File: src/rtl/serial_frame_tx.sv
// Parallel-in, serial-out frame transmitter: start bit, DATA_W payload bits LSB-first, stop bit.
// Optional even-parity bit between payload and stop when SERIAL_FRAME_TX_PARITY_EN is defined.
module serial_frame_tx #(
  parameter int DATA_W       = 8,
  parameter int CLKS_PER_BIT = 4
) (
  input  logic              CLOCK,
  input  logic              RESET,
  input  logic [DATA_W-1:0] DIN,
  input  logic              LOAD,
  output logic              READY,
  output logic              TX,
  output logic              BUSY,
  output logic              DONE
);

  localparam int CW = (CLKS_PER_BIT > 1) ? $clog2(CLKS_PER_BIT) : 1;
  localparam int BW = (DATA_W > 1) ? $clog2(DATA_W) : 1;

  typedef enum logic [2:0] {IDLE, START, DATA, PARITY, STOP} state_t;

  state_t            state, state_n;
  logic [CW-1:0]     cnt, cnt_n;
  logic [BW-1:0]     bit_cnt, bit_n;
  logic [DATA_W-1:0] shadow, shadow_n;
  logic              tx_n, ready_n, done_n;
  logic              last_clk;

  assign last_clk = (cnt == CW'(CLKS_PER_BIT - 1));

  always_comb begin
    state_n  = state;
    cnt_n    = last_clk ? '0 : cnt + CW'(1);
    bit_n    = bit_cnt;
    shadow_n = shadow;
    tx_n     = TX;
    ready_n  = READY;
    done_n   = 1'b0;
    case (state)
      IDLE: begin
        cnt_n   = '0;
        tx_n    = 1'b1;
        ready_n = 1'b1;
        if (LOAD) begin
          shadow_n = DIN;
          state_n  = START;
          tx_n     = 1'b0;
          ready_n  = 1'b0;
        end
      end
      START: begin
        if (last_clk) begin
          state_n = DATA;
          bit_n   = '0;
          tx_n    = shadow[0];
        end
      end
      DATA: begin
        if (last_clk) begin
          if (bit_cnt == BW'(DATA_W - 1)) begin
            bit_n = '0;
`ifdef SERIAL_FRAME_TX_PARITY_EN
            state_n = PARITY;
            tx_n    = ^shadow;
`else
            state_n = STOP;
            tx_n    = 1'b1;
`endif
          end else begin
            bit_n = bit_cnt + BW'(1);
            tx_n  = shadow[bit_n];
          end
        end
      end
      PARITY: begin
        if (last_clk) begin
          state_n = STOP;
          tx_n    = 1'b1;
        end
      end
      STOP: begin
        // Frame ends here; READY and DONE rise together so a LOAD in the DONE cycle is taken.
        if (last_clk) begin
          state_n = IDLE;
          ready_n = 1'b1;
          done_n  = 1'b1;
          tx_n    = 1'b1;
        end
      end
      default: begin
        state_n = IDLE;
        cnt_n   = '0;
        bit_n   = '0;
        tx_n    = 1'b1;
        ready_n = 1'b1;
      end
    endcase
  end

  always_ff @(posedge CLOCK or negedge RESET) begin
    if (!RESET) begin
      state   <= IDLE;
      cnt     <= '0;
      bit_cnt <= '0;
      shadow  <= '0;
      TX      <= 1'b1;
      READY   <= 1'b1;
      BUSY    <= 1'b0;
      DONE    <= 1'b0;
    end else begin
      state   <= state_n;
      cnt     <= cnt_n;
      bit_cnt <= bit_n;
      shadow  <= shadow_n;
      TX      <= tx_n;
      READY   <= ready_n;
      BUSY    <= ~ready_n;
      DONE    <= done_n;
    end
  end

endmodule

File: config.mk
export PLATFORM = sky130hd
export DESIGN_NAME = serial_frame_tx
export DESIGN_NICKNAME = d
export VERILOG_FILES = /design/src/rtl/serial_frame_tx.sv
export SDC_FILE = /design/constraint.sdc
export NUM_CORES = 1
export LEC_CHECK = 0
export CAP_MARGIN = 20
export CORE_MARGIN = 4
export CORE_UTILIZATION = 46
export DETAILED_ROUTE_END_ITERATION = 8
export GPL_ROUTABILITY_DRIVEN = 0
export GPL_TIMING_DRIVEN = 0
export PLACE_DENSITY = 0.77
export SLEW_MARGIN = 20
export SYNTH_ARGS = -nofsm -noshare
export SYNTH_HDL_FRONTEND = slang
export SYNTH_SLANG_ARGS = --single-unit
File: constraint.sdc
create_clock -name CLOCK -period 1.7 [get_ports CLOCK]
set_input_delay 0.425 -clock CLOCK [delete_from_list [all_inputs] [get_ports CLOCK]]
set_output_delay 0.425 -clock CLOCK [all_outputs]
set_load 0.01 [all_outputs]
==> results.toml <==
[critical_path]
endpoint_kind = "flop"
r2r_start = "bit_cnt[0]"
crit_buf_inv = 1
crit_required_ns = 1.92
startpoint_type = "flop"
crit_start = "bit_cnt[0]"
critPathArrivalTime_ns = 1.84
path_delay_family = "adder cells"
crit_fanout = 2
slowest_delay_ns = 0.43
worst_path_max_delay_cell = "dfrtp_2"
path_common_cell = "ha_1"
path_cells = "ha_1, ha_1, inv_2, nand2_1, a311o_1, a31oi_1"
criticalPathCategory = "flop to flop"

[sta]
fmax_ghz = 0.6181
skew_ns = 0.008580
relSlewSlack = 0.4398
final_hold_viol_count = 0
setup_violations = 0
setup_ws_ns = 0.08202
rsz0062_at_grt = "false"
post-route-min-period_ns = 1.618
slew_violations = 0
period_share = 0.9518
worst_slew_pin_slew_ns = 0.8377

[die]
chipHeight_um = 53.74
coreArea_mm2 = 0.001982
dieArea_mm2 = 0.002887
fp-row-count = 16
start_util = 0.4855
fp.dieW_um = 53.74
ioPinCount = 15

[synth]
synth-seq-cells = 20
synth_edf_count = 0
syn-num-nets = 98
synth_xor_area_frac = 0.009103
synth_fa_ha_area_frac = 0.03901
synth_compound_area_frac = 0.1183
synth_cells = 84
muxShareOfSynthArea = 0.1586
async_reset_ff_frac = 1.000
ys_types = 31
syn_avg_cell_area_um2 = 11.45
yosys_warnings = 0
synth_top_family_by_area = "multiplexers"
ys.flop_type = "dfrtp_1"
syn_area_um2 = 962.2
seq_area_frac_synth = 0.5228
synth-simple-area-share = 0.1079

[clocking]
worst_skew_pair.late_latency_ns = 0.30
cts_tree = "done"
clock_tree.root_cell = "clkbuf_4"
htree_levels = 1
hold_buffers = 0
cts.sinks = 20
clkTransAtPathRegs_ns = 0.11
clockBufferDepth = 2
cts_made_buffers = 3

[global_routing]
grt_use_total = 0.1444
grt_pass1_wl_mm = 3.056
antenna_found_initial = 0
grt_pass1_vias = 714
grt_max_degree = 21
overflow = 0

[place]
placed_area_mm2 = 0.001136
hpwlAfterDp_mm = 1.257
dp_slack_ns = -0.08640
portBuffers = 14

[layout]
syn_to_final_growth_pct = 21.98
fillers = 170
multi_input_area_um2 = 421.7
antennaDiodeCount = 0
nets = 118
drive_gt1_frac = 0.1359
regArea_um2 = 504.2
final_cell_area_mm2 = 0.001174

[hold_path]
min_from = "cnt[0]"
hp-class = "flop to flop"

[route]
via_per_inst = 5.215
routed_wl_mm = 1.650
ant_nets = 0
firstDrtPassIters = 4
wl_per_cell_um = 12.69
drc = 0
drt_iter0_drc = 11
vias = 678

[power_and_ir_drop]
p_leak_nw = 0.5007
vdd_drop_max_mv = 0.8242
power_density_mw_per_mm2 = 1425

[run]
maxCapViolCount = 0

[status]
status = "completed"
## flip-flops by register name, indices dropped and copies added, names as in the netlist
name     cells
READY        1
shadow       8
bit_cnt      3
DONE         1
cnt          2
BUSY         1
state        3
TX           1
## through the flow
| step | power (W) | TNS, ns | utilization | hold WS (ns) | std cells |
|---|---|---|---|---|---|
| 6_report | 0.001673 | 0 | 0.5922 | 0.4511 | 130 |
| 5_1_grt | 0.001827 | 0 | 0.5922 | 0.4662 | 130 |
| 4_1_cts | 0.001677 | 0 | 0.5896 | 0.4520 | 130 |
| 3_5_place_dp | 0.001455 | -0.6583 | 0.5732 | 0.4376 | 125 |
| 3_3_place_gp | 0.001418 | -0.3803 | 0.5732 | 0.4243 | 125 |
| 2_1_floorplan | 0.001237 | 0 | - | 0.1294 | 84 |
## per-layer routing
metal  track usage  routed length [um]  vias up
met2        0.2460                 843       17
met5             0                   0        -
li1              -                   -      343
met1        0.1826                 712      318
met4       0.03830                   0        0
met3       0.03324                  95        0
## layout make-up
type / instances / area share
Multi-Input combinational cell: 54 / 0.3593
Inverter: 5 / 0.01706
Buffer: 5 / 0.01919
Timing Repair Buffer: 15 / 0.1237
Clock buffer: 4 / 0.02239
Tap cell: 27 / 0.02878
Sequential cell: 20 / 0.4296
## timing repair
action	in CTS	in global routing
setup endpoints to repair	3	9
pin swaps	0	1
setup buffers	1	0
gates resized for setup	3	2
gates cloned	0	0
## kinds of logic (layout without fill, tap and decap cells)
group / count (synthesis) / in the layout
buffers and inverters: 10 / 29
AND/OR/NAND/NOR: 21 / 21
adder cells (fa/ha/maj): 3 / 3
AO/OA/AOI/OAI: 18 / 18
flip-flops: 20 / 20
XOR/XNOR: 1 / 1
multiplexers: 11 / 11
## worst reg2reg max path, cell delays in order, from the launching register on
cell and delay [ns]:
dfrtp_2 0.43, ha_1 0.21, ha_1 0.30, inv_2 0.06, nand2_1 0.04, a311o_1 0.35, a31oi_1 0.14
## cells in the mapped netlist (2+ instances only)
master | instances | area share
and3_1 | 2 | 0.013
o22ai_1 | 2 | 0.013
a21oi_1 | 5 | 0.026
dfstp_2 | 2 | 0.055
inv_1 | 3 | 0.012
nand2_1 | 8 | 0.031
buf_2 | 3 | 0.016
mux4_1 | 2 | 0.055
mux2_1 | 8 | 0.094
nor3_1 | 3 | 0.016
ha_1 | 3 | 0.039
clkbuf_1 | 2 | 0.0078
nor2_1 | 2 | 0.0078
nand3b_1 | 2 | 0.016
o21ai_1 | 4 | 0.021
dfrtp_1 | 18 | 0.47
## final timing paths
check / endpoint / slack, ns / depth (start not counted)
setup reg to reg: TX / 0.08 / 6
setup / recovery: TX / 0.08 / 6
max in group asynchronous: bit_cnt[0] / 0.54 / 1
hold / removal: cnt[0] / 0.45 / 1
min in group asynchronous: bit_cnt[2] / 0.60 / 1
hold reg to reg: cnt[0] / 0.45 / 1
## cells in the final DEF, fill, tap and decap left out, types with 3 or more instances in the layout
| cell | instances |
|---|---|
| dfrtp_1 | 17 |
| clkdlybuf4s50_1 | 12 |
| nand2_1 | 8 |
| mux2_1 | 8 |
| a21oi_1 | 5 |
| o21ai_1 | 4 |
| clkbuf_1 | 3 |
| buf_2 | 3 |
| nor3_1 | 3 |
| ha_1 | 3 |
| clkbuf_4 | 3 |
## power breakdown
part           internal, W  switching, W  leakage [nW]  total (W)
clock            0.0000912      0.000137        0.0150   0.000229
sequential        0.000665     0.0000873         0.246   0.000752
combinational     0.000345      0.000347         0.240   0.000692
Note: power is estimated with default switching activity, not from simulation.
